**config.mk**
```make
export PLATFORM = sky130hd
export DESIGN_NAME = sync_fifo_param
export DESIGN_NICKNAME = d
export VERILOG_FILES = /design/src/rtl/sync_fifo_param.sv
export SDC_FILE = /design/constraint.sdc
export NUM_CORES = 1
export LEC_CHECK = 0
export CORE_AREA = 2 2 162 164
export CTS_CLUSTER_SIZE = 12
export DETAILED_ROUTE_END_ITERATION = 7
export DIE_AREA = 0 0 164 166
export MAX_ROUTING_LAYER = met4
export PLACE_DENSITY_LB_ADDON = 0.1
export SYNTH_ARGS = -nofsm -noshare
export SYNTH_HDL_FRONTEND = slang
export SYNTH_SLANG_ARGS = --single-unit
```
**constraint.sdc**
```tcl
create_clock -name Clk -period 6.9 [get_ports Clk]
set_clock_uncertainty 0.2 [all_clocks]
set_input_delay 1.725 -clock Clk [delete_from_list [all_inputs] [get_ports Clk]]
set_output_delay 1.725 -clock Clk [all_outputs]
set_load 0.01 [all_outputs]
```
**src/rtl/sync_fifo_param.sv**
```systemverilog
// Synchronous FIFO with occupancy flags and sticky overflow/underflow; read data one cycle after RD (FWFT=0) or head-of-queue (FWFT=1).
// Backpressure: writes are refused when full unless a read is taken the same cycle; reads are refused when empty.
module sync_fifo_param #(
  parameter int DATA_W   = 32,
  parameter int DEPTH    = 8,
  parameter int AF_LEVEL = DEPTH - 2,
  parameter int AE_LEVEL = 2,
  parameter int FWFT     = 0
) (
  input  logic                     Clk,
  input  logic                     Rst,
  input  logic                     EN,
  input  logic                     WR,
  input  logic [DATA_W-1:0]        dataIn,
  input  logic                     RD,
  output logic [DATA_W-1:0]        dataOut,
  output logic                     VALID,
  output logic                     FULL,
  output logic                     EMPTY,
  output logic                     ALMOST_FULL,
  output logic                     ALMOST_EMPTY,
  output logic [$clog2(DEPTH):0]   COUNT,
  output logic                     OVF,
  output logic                     UDF
);

  localparam int AW = $clog2(DEPTH);
  localparam logic [AW:0] DEPTH_C = (AW+1)'(DEPTH);
  localparam logic [AW:0] AF_C    = (AW+1)'(AF_LEVEL);
  localparam logic [AW:0] AE_C    = (AW+1)'(AE_LEVEL);

  logic [DATA_W-1:0] mem [DEPTH];
  logic [AW-1:0]     wr_ptr;
  logic [AW-1:0]     rd_ptr;
  logic [AW:0]       count;
  logic              rd_ok;
  logic              wr_ok;

  // A full FIFO still takes a write when a read frees a slot in the same cycle.
  assign rd_ok = EN & RD & (count != '0);
  assign wr_ok = EN & WR & ((count != DEPTH_C) | rd_ok);

  always_ff @(posedge Clk) begin
    if (!Rst && wr_ok) begin
      mem[wr_ptr] <= dataIn;
    end
  end

  always_ff @(posedge Clk) begin
    if (Rst) begin
      wr_ptr <= '0;
      rd_ptr <= '0;
      count  <= '0;
      OVF    <= 1'b0;
      UDF    <= 1'b0;
    end else begin
      if (wr_ok) wr_ptr <= wr_ptr + 1'b1;
      if (rd_ok) rd_ptr <= rd_ptr + 1'b1;
      if (wr_ok && !rd_ok) begin
        count <= count + 1'b1;
      end else if (rd_ok && !wr_ok) begin
        count <= count - 1'b1;
      end
      if (EN && WR && !wr_ok) OVF <= 1'b1;
      if (EN && RD && !rd_ok) UDF <= 1'b1;
    end
  end

  generate
    if (FWFT != 0) begin : g_fwft
      // No head word exists while empty, so the output is parked at zero.
      assign dataOut = EMPTY ? '0 : mem[rd_ptr];
      assign VALID   = !EMPTY;
    end else begin : g_reg
      logic [DATA_W-1:0] dout_q;
      logic              valid_q;
      always_ff @(posedge Clk) begin
        if (Rst) begin
          dout_q  <= '0;
          valid_q <= 1'b0;
        end else begin
          valid_q <= rd_ok;
          if (rd_ok) dout_q <= mem[rd_ptr];
        end
      end
      assign dataOut = dout_q;
      assign VALID   = valid_q;
    end
  endgenerate

  assign COUNT        = count;
  assign FULL         = (count == DEPTH_C);
  assign EMPTY        = (count == '0);
  assign ALMOST_FULL  = (count >= AF_C);
  assign ALMOST_EMPTY = (count <= AE_C);

endmodule
```
==> results.yml, run 1 <==
outcome:
  status: "complete, no violations"
drt:
  wl_um: 21900
  ant_nets: 0
  wl_per_cell_um: 21.6
  dr.pass1.iters: 4
  drtIter0Drc: 283
  post-route-drc-count: 0
  detailroute.via_count: 5420
  via_per_inst: 5.33
cts:
  cts.clk_slew.worst_paths_ns: 0.06
  holdBufCountCts: 0
  htreeDepth: 1
  clk_path_buf_depth: 3
  postCtsSetupRepairBufs: 0
  cts_tree: "done"
  cts.sinks: 301
  cts-root-buf: "clkbuf_16"
  clkLatencyLatePin_ns: 0.54
  numCtsBuffers: 31
  cts_resized: 0
critical_path:
  cp_data_arrival_time_ns: 2.17
  timing.rr.end: "COUNT[3]"
  rr_worst_depth: 9
  crit_path_end_kind: "output pin"
  timing.rr.start: "COUNT[0]"
  rrSetupSlack_ns: 3.92
  setup.worst_path.start_class: "flop"
  worst-path-max-fanout: 7
  worstSetupPathType: "flop to output pin"
  cp.required_ns: 4.97
global_route:
  grt_usage_pct: 17.1
  grt_pass1_wl_um: 34200
  grt_remaining_overflow: 0
  grt_pass1_vias: 5809
  antenna_found_initial: 0
  grt_max_degree: 53
floorplanning:
  die-area_um2: 27200
  die_y_um: 166
  core_area_um2: 25600
  pin_count: 80
  rows: 59
  fp.dieW_um: 164
  initial_utilization_pct: 44.1
power:
  finalPower_mw: 4.53
  ir_worst_vdd_mv: 0.176
  p_per_area_nw_per_um2: 337
  p_leak_nw: 4.19
placed_design:
  hpwl_um: 11900
  dp_cells: 959
  gp_congestion: 0.714
  place_ws_ns: 2.37
  placed_cell_area_um2: 12500
  portBuffers: 79
sta:
  hold_ws_ns: 0.289
  slew_headroom_pct: 13.6
  rsz0062_at_grt: "no"
  fin_crit_ns: 4.10
  report.final.slew_viol_count: 0
  final-hold-violation-count: 0
  setup_ws_ns: 2.80
  setup_violations: 0
  tightestPinTransition_ns: 1.29
  max_freq_mhz: 244
  finalCritPeriodShare_pct: 59.4
  tns_ns: 0
synth:
  muxShareOfSynthArea_pct: 13.0
  synth_top_area_share_pct: 68.0
  async_reset_ff_share_pct: 0
  yosys_warnings: 0
  synthTopCellsByArea: "edfxtp_1, mux4_2, dfxtp_1, nor3_2, o22ai_1"
  synthAdderAreaFrac_pct: 0.731
  synth-seq-cells: 301
  synth.distinct_cells: 36
  synth_top_family_by_area: "multiplexers"
  synth-xor-area-share_pct: 0.465
  synth_edf_count: 256
  synthCells: 565
  synthFlopType: "edfxtp_1"
  ys_seq_area_share_pct: 76.0
  synth_compound_area_share_pct: 2.39
  synth.cell_area_um2: 11300
  synth-simple-area-share_pct: 5.80
  post_synth.cell_area_avg_um2: 20.0
  synth.largest_area_cell: "edfxtp_1"
  synth.net_count: 608
hold_path:
  hold_end: "UDF"
  hp-class: "flop to flop"
  worstHoldStart: "UDF"
  min_path_cells: 2
cells_and_area:
  fin_util_pct: 52.5
  areaGrowthSynthToFinish_pct: 19.0
  final_common_cell: "edfxtp_1"
  mostFrequentLayoutCells: "edfxtp_1, clkdlybuf4s50_1, mux4_2"
  stdcell_area_um2: 13400
  antenna_cells: 0
  drive_gt1_share_pct: 24.1
  instances_no_fill: 1016
  fill_cells: 2045
  fin_nets: 700
run:
  drv_cap: 0
-- how the worst max path moves through the flow --
stage,startpoint,end,cells past startpoint
2_1_floorplan,Rst,mem[2][0],3
3_3_place_gp,EN,COUNT[3],10
3_5_place_dp,EN,mem[5][6],5
4_1_cts,COUNT[0],EMPTY,3
5_1_grt,EN,COUNT[3],10
6_report,COUNT[0],EMPTY,3
-- Yosys cell counts (all sizes together) (4+ instances only) --
library cell,n
a21oi,5
mux4,64
o22ai,32
xnor2,5
ha,5
nand3,4
nor2,53
dfxtp,45
buf,17
edfxtp,256
nand2,7
nor3,32
inv,4
clkbuf,14
-- sequential cells by signal, indices dropped and copies added (netlist names) --
| register | cells |
|---|---|
| mem | 256 |
| rd_ptr | 3 |
| COUNT | 4 |
| wr_ptr | 3 |
| UDF | 1 |
| OVF | 1 |
| dataOut | 32 |
| VALID | 1 |
-- power breakdown --
part | internal [mW] | switching, mW | total (mW)
registers | 2.06 | 0.109 | 2.17
logic | 0.431 | 0.378 | 0.810
clock network | 0.918 | 0.630 | 1.55
-- cells by family (layout without fill, tap and decap cells) --
group,count (synthesis),in the layout
AND/OR/NAND/NOR,106,106
buffers and inverters,36,152
adder cells (fa/ha/maj),6,6
XOR/XNOR,6,6
multiplexers,67,67
AO/OA/AOI/OAI,43,43
flip-flops,301,301
-- area by class of cell --
class / count / area [um^2] / share of cell area, %
Tap cell: 335 / 419 / 3.12
Inverter: 5 / 18.8 / 0.140
Clock inverter: 6 / 52.6 / 0.391
Timing Repair Buffer: 90 / 868 / 6.46
Sequential cell: 301 / 8590 / 63.9
Clock buffer: 51 / 901 / 6.70
Multi-Input combinational cell: 228 / 2590 / 19.3
-- per-layer routing --
layer / global-route usage [%] / vias to the layer above / part of all wire, %
li1: - / 2474 / -
met1: 23.1 / 2800 / 44
met2: 27.5 / 118 / 50
met3: 2.97 / 28 / 4.9
met4: 3.81 / 0 / 1.5
met5: - / - / 0
-- critical path: stages, from the launching register on --
cell,delay [ns]
dfxtp_1,0.39
or4_4,0.59
inv_2,0.11
clkdlybuf4s50_1,0.54
Power figures use the tool's default switching activity.
==> run 2, diff against run 1 <==
==> constraint.sdc (replaced) <==
create_clock -name Clk -period 3.9 [get_ports Clk]
set_clock_uncertainty 0.2 [all_clocks]
set_input_delay 0.975 -clock Clk [delete_from_list [all_inputs] [get_ports Clk]]
set_output_delay 0.975 -clock Clk [all_outputs]
set_load 0.01 [all_outputs]
==> run 2 against run 1 <==
Die area unchanged. Worst setup slack worse by 2.3 ns. Sequential cell count stayed put. Final cell count grew 1.5%. Global-route usage grew 0.43 points. Critical path type unchanged.
==> results.yml, run 2 (synthesis results as in run 1) <==
global_route:
  antenna_found_initial: 1
  grt_remaining_overflow: 0
  grt_pass1_wl_um: 35300
  grt_max_degree: 44
  grt_pass1_vias: 5950
  grt_usage_pct: 17.5
cts:
  cts_tree: "done"
  clkLatencyLatePin_ns: 0.54
  cts.clk_slew.worst_paths_ns: 0.06
  cts-root-buf: "clkbuf_16"
  clk_path_buf_depth: 3
  numCtsBuffers: 31
  cts.sinks: 301
  htreeDepth: 1
  holdBufCountCts: 0
  postCtsSetupRepairBufs: 0
  cts_resized: 0
drt:
  drtIter0Drc: 373
  dr.pass1.iters: 6
  ant_nets: 0
  via_per_inst: 5.43
  wl_um: 22600
  wl_per_cell_um: 21.9
  detailroute.via_count: 5598
  post-route-drc-count: 0
cells_and_area:
  instances_no_fill: 1031
  top_register: "mem"
  fin_nets: 714
  final_common_cell: "edfxtp_1"
  drive_gt1_share_pct: 25.0
  fin_util_pct: 52.8
  fill_cells: 2049
  areaGrowthSynthToFinish_pct: 19.7
  mostFrequentLayoutCells: "edfxtp_1, clkdlybuf4s50_1, mux4_2"
  largest_reg_flops: 256
critical_path:
  critical-path-max-stage-delay_ns: 0.60
  rrSetupSlack_ns: 0.96
  worstSetupPathType: "flop to output pin"
  cp_num_buf_inv: 2
  critPathTopFamily: "buffers and inverters"
  cpMaxStageDelayCell: "or4_4"
  cp.required_ns: 2.72
  timing.rr.start: "COUNT[0]"
  path_cells: "or4_4 > inv_2 > clkdlybuf4s50_1"
  cp_data_arrival_time_ns: 2.19
  worst-path-stages: 3
  setup.worst_path.start_class: "flop"
  rr_worst_depth: 11
  timing.rr.end: "COUNT[3]"
  crit_path_end_kind: "output pin"
  worst-path-max-fanout: 7
sta:
  max_freq_mhz: 297
  tightestPinTransition_ns: 1.01
  final-hold-violation-count: 0
  slew_headroom_pct: 32.5
  finalCritPeriodShare_pct: 86.4
  fin_crit_ns: 3.37
  setup_violations: 0
  rsz0062_at_grt: "no"
  report.final.slew_viol_count: 0
placed_design:
  hpwl_um: 13200
  portBuffers: 79
  gp_congestion: 0.702
  dp_cells: 973
floorplanning:
  fp.dieW_um: 164
  die_y_um: 166
  core_area_um2: 25600
  initial_utilization_pct: 44.1
  pin_count: 80
  die-area_um2: 27200
  rows: 59
power:
  p_per_area_nw_per_um2: 585
  ir_worst_vdd_mv: 0.333
  p_leak_nw: 4.23
hold_path:
  hp-class: "flop to flop"
  min_path_cells: 2
  hold_end: "UDF"
  worstHoldStart: "UDF"
outcome:
  status: "complete, no violations"
run:
  drv_cap: 0
-- run 2: per-stage QoR --
| stage | hold slack (ns) | setup TNS [ns] | cell area (um^2) | setup slack [ns] | power [mW] |
|---|---|---|---|---|---|
| finish | 0.284 | 0 | 13500 | 0.530 | 7.91 |
| global route | 0.308 | 0 | 13500 | 0.451 | 8.27 |
| CTS | 0.281 | 0 | 13500 | 0.486 | 8.02 |
| detailed placement | 0.263 | 0 | 12600 | 0.229 | 5.40 |
| global placement | 0.251 | 0 | 12600 | 0.294 | 5.37 |
| floorplan | 0.305 | -182.80 | 11300 | -1.57 | 4.79 |
-- run 2: report_power, final --
group / total (mW) / internal [mW] / switching (mW) / leakage [nW]
Clock: 2.61 / 1.47 / 1.14 / 0.429
Combinational: 1.48 / 0.782 / 0.696 / 1.13
Sequential: 3.82 / 3.65 / 0.170 / 2.67
-- run 2: final cells by class --
| type | count | area (um^2) | share of cell area (%) |
|---|---|---|---|
| Multi-Input combinational cell | 228 | 2590 | 19.2 |
| Sequential cell | 301 | 8590 | 63.5 |
| Clock buffer | 48 | 840 | 6.21 |
| Timing Repair Buffer | 104 | 1010 | 7.47 |
| Tap cell | 335 | 419 | 3.10 |
| Inverter | 5 | 18.8 | 0.139 |
| Clock inverter | 9 | 47.5 | 0.352 |
| Antenna cell | 1 | 2.50 | 0.0185 |
-- run 2: worst register-to-register path, stage by stage, from the launching register on --
cell and delay (ns):
dfxtp_1 0.40, or4_4 0.60, inv_2 0.12, nor2_4 0.05, clkinv_1 0.07, ha_1 0.17, inv_1 0.09, ha_1 0.33
a21oi_1 0.21, a211oi_1 0.10, a31oi_1 0.16, mux2_2 0.34
-- run 2: routing by layer --
layer	global-route usage [%]	vias to the layer above	routed length, um
li1	-	2506	-
met1	23.5	2940	10100
met2	28.4	117	11100
met3	2.62	35	936
met4	4.69	0	444
met5	-	-	0
-- run 2: how the worst max path moves through the flow --
stage	start	end
after floorplan	Rst	mem[2][0]
after detailed placement	EN	COUNT[3]
after global placement	EN	COUNT[3]
final	COUNT[0]	EMPTY
after global routing	COUNT[0]	EMPTY
after CTS	COUNT[0]	EMPTY
==> run 3, diff against run 2 <==
--- a/config.mk
+++ b/config.mk
@@ -11,6 +11,7 @@
 export DIE_AREA = 0 0 164 166
 export MAX_ROUTING_LAYER = met4
 export PLACE_DENSITY_LB_ADDON = 0.1
+export SLEW_MARGIN = 20
 export SYNTH_ARGS = -nofsm -noshare
 export SYNTH_HDL_FRONTEND = slang
 export SYNTH_SLANG_ARGS = --single-unit
==> results of run 3 <==
Final layout, timing and power as in run 2 (identical DEF).
